===== src/rtl/led_pkg.sv =====
// Shared types and limits for the LED blink-divisor controller.
// Latency: n/a (declarations only).
// Backpressure: n/a.
package led_pkg;

  // Divisor register width and the largest divisor the blink counter honours.
  localparam int DIV_W     = 5;
  localparam int DIV_LIMIT = 20;

  // Debouncer states.
  typedef enum logic [1:0] {
    RELEASED,
    PRESS_WAIT,
    PRESSED,
    RELEASE_WAIT
  } deb_state_e;

  // Counter width for a cycle count; never below 1 bit.
  function automatic int cnt_w(input int n);
    return (n < 2) ? 1 : $clog2(n);
  endfunction

endpackage


===== src/rtl/led_div_ctrl_debounce.sv =====
// Synchronizes and debounces one raw push-button; optional auto-repeat via LED_DIV_AUTOREPEAT_EN.
// Latency: press_o pulses 2 + DEBOUNCE_CYC edges after a clean raw rising edge.
// Backpressure: none; press_o is a one-cycle event the consumer must take.
module btn_debounce
  import led_pkg::*;
#(
  parameter int DEBOUNCE_CYC = 1_000_000,
  parameter int REPEAT_CYC   = 50_000_000
) (
  input  logic clk100,
  input  logic rst,
  input  logic btn_i,
  output logic press_o
);

  localparam int              DCW      = cnt_w(DEBOUNCE_CYC);
  localparam logic [DCW-1:0]  DEB_LAST = DCW'(DEBOUNCE_CYC - 1);

  // Parameter sanity: a single-cycle debounce would make the WAIT states meaningless.
  if (DEBOUNCE_CYC < 2) begin : g_chk_deb
    $error("btn_debounce: DEBOUNCE_CYC must be >= 2");
  end
  if (REPEAT_CYC < 2) begin : g_chk_rpt
    $error("btn_debounce: REPEAT_CYC must be >= 2");
  end

  logic [1:0]     sync_q;
  logic           synced;
  deb_state_e     state_q;
  logic [DCW-1:0] cnt_q;
  logic [DCW-1:0] cnt_inc;
  logic           press_q;

  assign synced  = sync_q[1];
  assign cnt_inc = cnt_q + 1'b1;
  assign press_o = press_q;

  // Two-flop synchronizer for the asynchronous raw button.
  always_ff @(posedge clk100 or posedge rst) begin
    if (rst) begin
      sync_q <= 2'b00;
    end else begin
      sync_q <= {sync_q[0], btn_i};
    end
  end

`ifdef LED_DIV_AUTOREPEAT_EN
  localparam int             RCW      = cnt_w(REPEAT_CYC);
  localparam logic [RCW-1:0] RPT_LAST = RCW'(REPEAT_CYC - 1);

  logic [RCW-1:0] rpt_q;

  // Debounce FSM with a repeat counter that only runs while PRESSED.
  always_ff @(posedge clk100 or posedge rst) begin
    if (rst) begin
      state_q <= RELEASED;
      cnt_q   <= '0;
      rpt_q   <= '0;
      press_q <= 1'b0;
    end else begin
      press_q <= 1'b0;
      case (state_q)
        RELEASED: begin
          rpt_q <= '0;
          if (synced) begin
            state_q <= PRESS_WAIT;
            cnt_q   <= '0;
          end
        end
        PRESS_WAIT: begin
          rpt_q <= '0;
          if (!synced) begin
            state_q <= RELEASED;
            cnt_q   <= '0;
          end else if (cnt_inc == DEB_LAST) begin
            state_q <= PRESSED;
            cnt_q   <= '0;
            press_q <= 1'b1;
          end else begin
            cnt_q <= cnt_inc;
          end
        end
        PRESSED: begin
          if (!synced) begin
            state_q <= RELEASE_WAIT;
            cnt_q   <= '0;
            rpt_q   <= '0;
          end else if (rpt_q == RPT_LAST) begin
            rpt_q   <= '0;
            press_q <= 1'b1;
          end else begin
            rpt_q <= rpt_q + 1'b1;
          end
        end
        RELEASE_WAIT: begin
          rpt_q <= '0;
          if (synced) begin
            state_q <= PRESSED;
            cnt_q   <= '0;
          end else if (cnt_inc == DEB_LAST) begin
            state_q <= RELEASED;
            cnt_q   <= '0;
          end else begin
            cnt_q <= cnt_inc;
          end
        end
        default: begin
          state_q <= RELEASED;
          cnt_q   <= '0;
          rpt_q   <= '0;
        end
      endcase
    end
  end
`else
  // Debounce FSM: one press event per accepted press, nothing on release.
  always_ff @(posedge clk100 or posedge rst) begin
    if (rst) begin
      state_q <= RELEASED;
      cnt_q   <= '0;
      press_q <= 1'b0;
    end else begin
      press_q <= 1'b0;
      case (state_q)
        RELEASED: begin
          if (synced) begin
            state_q <= PRESS_WAIT;
            cnt_q   <= '0;
          end
        end
        PRESS_WAIT: begin
          if (!synced) begin
            state_q <= RELEASED;
            cnt_q   <= '0;
          end else if (cnt_inc == DEB_LAST) begin
            state_q <= PRESSED;
            cnt_q   <= '0;
            press_q <= 1'b1;
          end else begin
            cnt_q <= cnt_inc;
          end
        end
        PRESSED: begin
          if (!synced) begin
            state_q <= RELEASE_WAIT;
            cnt_q   <= '0;
          end
        end
        RELEASE_WAIT: begin
          if (synced) begin
            state_q <= PRESSED;
            cnt_q   <= '0;
          end else if (cnt_inc == DEB_LAST) begin
            state_q <= RELEASED;
            cnt_q   <= '0;
          end else begin
            cnt_q <= cnt_inc;
          end
        end
        default: begin
          state_q <= RELEASED;
          cnt_q   <= '0;
        end
      endcase
    end
  end
`endif

endmodule


===== src/rtl/led_div_ctrl.sv =====
// Saturating blink-divisor register stepped by debounced up/down buttons (LED_DIV_AUTOREPEAT_EN adds hold-to-repeat).
// Latency: div_o/wren_o update 2 + DEBOUNCE_CYC + 1 edges after a clean raw button edge.
// Backpressure: none; wren_o is a one-cycle strobe the blink counter must honour.
module led_div_ctrl
  import led_pkg::*;
#(
  parameter int DEBOUNCE_CYC = 1_000_000,
  parameter int REPEAT_CYC   = 50_000_000,
  parameter int DIV_MAX      = 20,
  parameter int DIV_RST      = 1
) (
  input  logic             clk100,
  input  logic             rst,
  input  logic             btn_up_i,
  input  logic             btn_dn_i,
  output logic [DIV_W-1:0] div_o,
  output logic             wren_o
);

  localparam logic [DIV_W-1:0] DIV_MAX_V = DIV_W'(DIV_MAX);
  localparam logic [DIV_W-1:0] DIV_MIN_V = DIV_W'(1);
  localparam logic [DIV_W-1:0] DIV_RST_V = DIV_W'(DIV_RST);

  // Parameter sanity: the divisor must stay inside what the blink counter accepts.
  if (DIV_MAX > DIV_LIMIT) begin : g_chk_max
    $error("led_div_ctrl: DIV_MAX exceeds DIV_LIMIT");
  end
  if (DIV_RST < 1 || DIV_MAX < DIV_RST) begin : g_chk_rst
    $error("led_div_ctrl: DIV_RST must lie in [1, DIV_MAX]");
  end

  logic             up_evt;
  logic             dn_evt;
  logic [DIV_W-1:0] div_q, div_d;
  logic             wren_q, wren_d;

  btn_debounce #(
    .DEBOUNCE_CYC (DEBOUNCE_CYC),
    .REPEAT_CYC   (REPEAT_CYC)
  ) u_deb_up (
    .clk100  (clk100),
    .rst     (rst),
    .btn_i   (btn_up_i),
    .press_o (up_evt)
  );

  btn_debounce #(
    .DEBOUNCE_CYC (DEBOUNCE_CYC),
    .REPEAT_CYC   (REPEAT_CYC)
  ) u_deb_dn (
    .clk100  (clk100),
    .rst     (rst),
    .btn_i   (btn_dn_i),
    .press_o (dn_evt)
  );

  // Next divisor: step once per lone event, hold at the limits, ignore simultaneous up+down.
  always_comb begin
    div_d  = div_q;
    wren_d = 1'b0;
    if (up_evt && !dn_evt && (div_q < DIV_MAX_V)) begin
      div_d  = div_q + 1'b1;
      wren_d = 1'b1;
    end else if (dn_evt && !up_evt && (div_q > DIV_MIN_V)) begin
      div_d  = div_q - 1'b1;
      wren_d = 1'b1;
    end
  end

  // Divisor register and its write strobe, updated together.
  always_ff @(posedge clk100 or posedge rst) begin
    if (rst) begin
      div_q  <= DIV_RST_V;
      wren_q <= 1'b0;
    end else begin
      div_q  <= div_d;
      wren_q <= wren_d;
    end
  end

  assign div_o  = div_q;
  assign wren_o = wren_q;

endmodule


===== config.mk =====
export PLATFORM = sky130hd
export DESIGN_NAME = led_div_ctrl
export DESIGN_NICKNAME = d
export VERILOG_FILES = /design/src/rtl/led_pkg.sv /design/src/rtl/led_div_ctrl_debounce.sv /design/src/rtl/led_div_ctrl.sv
export SDC_FILE = /design/constraint.sdc
export NUM_CORES = 1
export LEC_CHECK = 0
export ABC_AREA = 1
export CORE_MARGIN = 3
export CORE_UTILIZATION = 36
export DETAILED_ROUTE_END_ITERATION = 16
export GPL_ROUTABILITY_DRIVEN = 1
export HOLD_SLACK_MARGIN = 0.02
export SYNTH_ARGS = -nofsm -noshare
export SYNTH_HDL_FRONTEND = slang
export SYNTH_HIERARCHICAL = 1
export SYNTH_SLANG_ARGS = --single-unit

===== constraint.sdc =====
create_clock -name clk100 -period 3.74 [get_ports clk100]
set_input_delay 0.374 -clock clk100 [delete_from_list [all_inputs] [get_ports clk100]]
set_output_delay 0.374 -clock clk100 [all_outputs]
set_load 0.005 [all_outputs]

==> impl_metrics.env <==
export IMPL_grt_antenna_before_repair=0
export IMPL_r2r_start="u_deb_up/cnt_q[1]"
export IMPL_drc=0
export IMPL_final_antenna_net_count=0
export IMPL_fp_dieH_um=109
export IMPL_max_slew_margin_rel_pct=33.5
export IMPL_min_path_type="primary input to async pin"
export IMPL_worst_margin_slew_ns=0.997
export IMPL_worstSetupStartpointType="flip-flop"
export IMPL_maxClockFrequency_mhz=445
export IMPL_cts_max_path_buffers=2
export IMPL_cts_htree_levels=2
export IMPL_cts_tree="yes"
export IMPL_timing_critical_path_fanout_max=23
export IMPL_place_congestion=0.846
export IMPL_grt_use_total_pct=15.7
export IMPL_layout_nets=560
export IMPL_number_of_antenna_diodes=0
export IMPL_synthDominantAreaCellType="sky130_fd_sc_hd__dfrtp_1"
export IMPL_grt_pass1_wl_um=15200
export IMPL_floorplan_rows=36
export IMPL_cts_root_buf="sky130_fd_sc_hd__clkbuf_8"
export IMPL_cp_data_arrival_time_ns=2.47
export IMPL_io_buffers=9
export IMPL_timing_setup_tns_ns=0
export IMPL_viasPerCell=5.03
export IMPL_num_vias=3434
export IMPL_final_setup_viol_count=0
export IMPL_internal_power_mw=0.848
export IMPL_area_growth_synth_to_final_pct=6.42
export IMPL_max_cap_violations=0
export IMPL_cts_repair_resized=0
export IMPL_sequential_cell_area_um2=1400
export IMPL_detailedRoute_firstPassIterationCount=4
export IMPL_ioPinCount=10
export IMPL_power_frac_comb_pct=21.5
export IMPL_crit_path_top_delay_cell="sky130_fd_sc_hd__dfrtp_1"
export IMPL_worst_setup_path_end_kind="flip-flop"
export IMPL_core_um2=10000
export IMPL_result_of_the_run="complete, no violations"
export IMPL_grt_max_degree=26
export IMPL_critPathLaunch="u_deb_up/cnt_q[1]"
export IMPL_post_synth_inst_count=547
export IMPL_post_cts_setup_buffers=0
export IMPL_criticalPathCategory="flip-flop to flip-flop"
export IMPL_synth_area_per_cell_um2=6.99
export IMPL_holdBufCountCts=0
export IMPL_fp_dieW_um=109
export IMPL_worstSkewPairLatency_ns=0.32
export IMPL_total_switching_power_mw=0.536
export IMPL_multi_input_comb_area_um2=2090
export IMPL_synth_seq_cells=56
export IMPL_most_repeated_library_cell_on_the_critical_path="sky130_fd_sc_hd__nand2_1"
export IMPL_max_vdd_ir_drop_mv=0.188
export IMPL_fillerInstances=1039
export IMPL_maxSlewViolCount=0
export IMPL_leakage_nw=1.65
export IMPL_cp_data_required_time_ns=3.97
export IMPL_grt_pass1_vias=3280
export IMPL_power_share_sequential_pct=53.3
export IMPL_layout_cell_area_non_filler_um2=4070
export IMPL_netlist_area_um2=3820
export IMPL_design_die_area_um2=11900
export IMPL_floorplan_initialDensity_pct=38.0
export IMPL_max_stage_delay_ns=0.45
export IMPL_power_density_cell_area_nw_per_um2=340
export IMPL_grt_setup_unrepaired="false"
export IMPL_numCtsBuffers=5
export IMPL_yosys_warnings=6
export IMPL_yosysUniqueCellTypes=31
export IMPL_synthTopCellsByArea="sky130_fd_sc_hd__dfrtp_1 (36%), sky130_fd_sc_hd__nand2_1 (19%), sky130_fd_sc_hd__inv_1 (5.4%)"
export IMPL_final_hold_violation_count=0
export IMPL_postPlaceCellArea_um2=3980
export IMPL_dr_first_iter_drc_count=263
export IMPL_timing_critical_path_cells="ha_1 -> nand3_2 -> nor2_1 -> nand2_1 -> nand2_1 -> nand2_1 -> nor2_1 -> nand2_1 -> nor2_1 -> nand3_2 -> nand2_4 -> nand2_1 -> nand2_1 -> nand2_1"
export IMPL_detail_route_wl_per_cell_um=12.6
export IMPL_power_share_switching_pct=38.7
export IMPL_fin_skew_ns=0.0133
export IMPL_min_period_over_period_pct=60.1
export IMPL_yosysSeqAreaShare_pct=36.7
export IMPL_post_detailed_routing_wire_length_um=8610
export IMPL_synth_top_cell_area_share_pct=36.0
export IMPL_fin_crit_ns=2.25
export IMPL_clock_power_share_pct=25.2
export IMPL_clkSinkCount=56
export IMPL_postSynthNetCount=558
export IMPL_detailed_placement_wirelength_estimate_um=6300
export IMPL_worst_setup_hold_path_clk_slew_ns=0.11
export IMPL_global_route_overflow_total=0
export IMPL_final_layout_size_suffix_gt1_share_pct=9.64
[metrics by stage]
stage | instances | setup WS (ns) | util (%) | hold WS [ns] | power (mW)
3_5_place_dp | 675 | 1.49 | 39.6 | 0.336 | 1.04
6_report | 683 | 1.49 | 40.5 | 0.326 | 1.38
4_1_cts | 683 | 1.46 | 40.5 | 0.321 | 1.40
3_3_place_gp | 675 | 1.50 | 39.6 | 0.333 | 1.04
2_1_floorplan | 547 | 1.92 | - | 0.164 | 1.00
5_1_grt | 683 | 1.17 | 40.5 | 0.356 | 1.47
[registers in the layout (all words and copies together) (netlist names), 2 cells and up, named ones only]
name / count
u_deb_dn/cnt_q: 20
u_deb_up/cnt_q: 20
div_o: 5
u_deb_dn/sync_q: 2
u_deb_up/sync_q: 2
[logic make-up after synthesis]
logic type | after synthesis | share of synthesized area [%]
flip-flops | 56 | 36.7
AO/OA/AOI/OAI | 60 | 9.69
adder cells (fa/ha/maj) | 7 | 2.29
AND/OR/NAND/NOR | 344 | 41.4
XOR/XNOR | 6 | 1.38
buffers and inverters | 74 | 8.55
[critical path, delay by kind of cell (launching register included)]
family                     cells  cell delay [ns]
and+or+nand+nor               13             1.39
DFF                            1             0.45
adders and majority gates      1             0.31
[final cells by class]
cell class	instances	share of cell area, %
timing repair buffer	9	2.22
clock inverter	3	0.523
tap	133	4.09
sequential	56	34.5
clock buffer	5	1.69
inverter	60	5.54
multi-input combinational	417	51.4
[Yosys cell counts]
master,n
sky130_fd_sc_hd__nand2_1,194
sky130_fd_sc_hd__dfrtp_1,55
sky130_fd_sc_hd__inv_1,55
sky130_fd_sc_hd__nor2_1,52
sky130_fd_sc_hd__nand3_1,40
sky130_fd_sc_hd__o22ai_1,32
sky130_fd_sc_hd__o21ai_0,18
sky130_fd_sc_hd__nand4_1,17
sky130_fd_sc_hd__or2_2,8
sky130_fd_sc_hd__ha_1,7
sky130_fd_sc_hd__nand3_2,7
sky130_fd_sc_hd__nor2_4,7
sky130_fd_sc_hd__nor2_2,6
sky130_fd_sc_hd__xor2_1,6
sky130_fd_sc_hd__inv_2,5
sky130_fd_sc_hd__a21oi_1,4
sky130_fd_sc_hd__buf_4,4
sky130_fd_sc_hd__clkbuf_1,4
sky130_fd_sc_hd__nand2_4,4
sky130_fd_sc_hd__nand3b_1,4
sky130_fd_sc_hd__buf_2,3
sky130_fd_sc_hd__buf_8,2
sky130_fd_sc_hd__nand2_2,2
sky130_fd_sc_hd__nor3_1,2
sky130_fd_sc_hd__o21ai_1,2
sky130_fd_sc_hd__o21bai_2,2
sky130_fd_sc_hd__buf_6,1
sky130_fd_sc_hd__dfstp_2,1
sky130_fd_sc_hd__nand3_4,1
sky130_fd_sc_hd__o21ai_2,1
sky130_fd_sc_hd__o21bai_4,1
[power by group through the flow]
stage | Combinational, mW | Clock [mW] | Sequential (mW)
2_1_floorplan | 0.319 | 0 | 0.680
3_3_place_gp | 0.294 | 0 | 0.747
3_5_place_dp | 0.295 | 0 | 0.748
4_1_cts | 0.298 | 0.368 | 0.736
5_1_grt | 0.334 | 0.390 | 0.748
6_report | 0.297 | 0.349 | 0.737
[worst paths after layout]
path                       slack, ns  cells past startpoint                  to
min reg2reg                     0.36                      0  u_deb_dn/sync_q[1]
min in group clk100             0.36                      0  u_deb_dn/sync_q[1]
min                             0.33                      2            div_o[1]
max                             1.49                     14           flip-flop
max in group asynchronous       2.47                      2   u_deb_dn/cnt_q[5]
max reg2reg                     1.49                     14           flip-flop
[per-layer routing]
layer  track usage [%]  vias up  share of wire [%]
met4              4.42        0                1.1
met2              25.1       60                 46
li1                  -     1777                  -
met3              2.31        6                4.4
met1              22.1     1591                 49
met5                 0        -                  0
[layout by cell type (no fill, tap or decap)]
cell	instances
sky130_fd_sc_hd__nand2_2	2
sky130_fd_sc_hd__nand2_4	4
sky130_fd_sc_hd__o22ai_1	32
sky130_fd_sc_hd__nor2_4	7
sky130_fd_sc_hd__dfstp_2	1
sky130_fd_sc_hd__xor2_1	6
sky130_fd_sc_hd__nor3_1	2
sky130_fd_sc_hd__inv_6	1
sky130_fd_sc_hd__nand3_2	7
sky130_fd_sc_hd__ha_1	7
sky130_fd_sc_hd__o21ai_1	2
sky130_fd_sc_hd__clkinvlp_4	1
sky130_fd_sc_hd__or2_2	8
sky130_fd_sc_hd__nand3_4	1
sky130_fd_sc_hd__o21bai_2	2
sky130_fd_sc_hd__nand3b_1	4
sky130_fd_sc_hd__nand2_1	194
sky130_fd_sc_hd__o21ai_2	1
sky130_fd_sc_hd__a21oi_1	4
sky130_fd_sc_hd__dfrtp_1	55
sky130_fd_sc_hd__inv_1	55
sky130_fd_sc_hd__o21ai_0	18
sky130_fd_sc_hd__clkinv_2	1
sky130_fd_sc_hd__clkbuf_8	5
sky130_fd_sc_hd__nor2_2	6
sky130_fd_sc_hd__nand4_1	17
sky130_fd_sc_hd__inv_2	5
sky130_fd_sc_hd__clkdlybuf4s50_1	9
sky130_fd_sc_hd__nand3_1	40
sky130_fd_sc_hd__nor2_1	52
sky130_fd_sc_hd__o21bai_4	1
(Power assumes the default switching activity.)
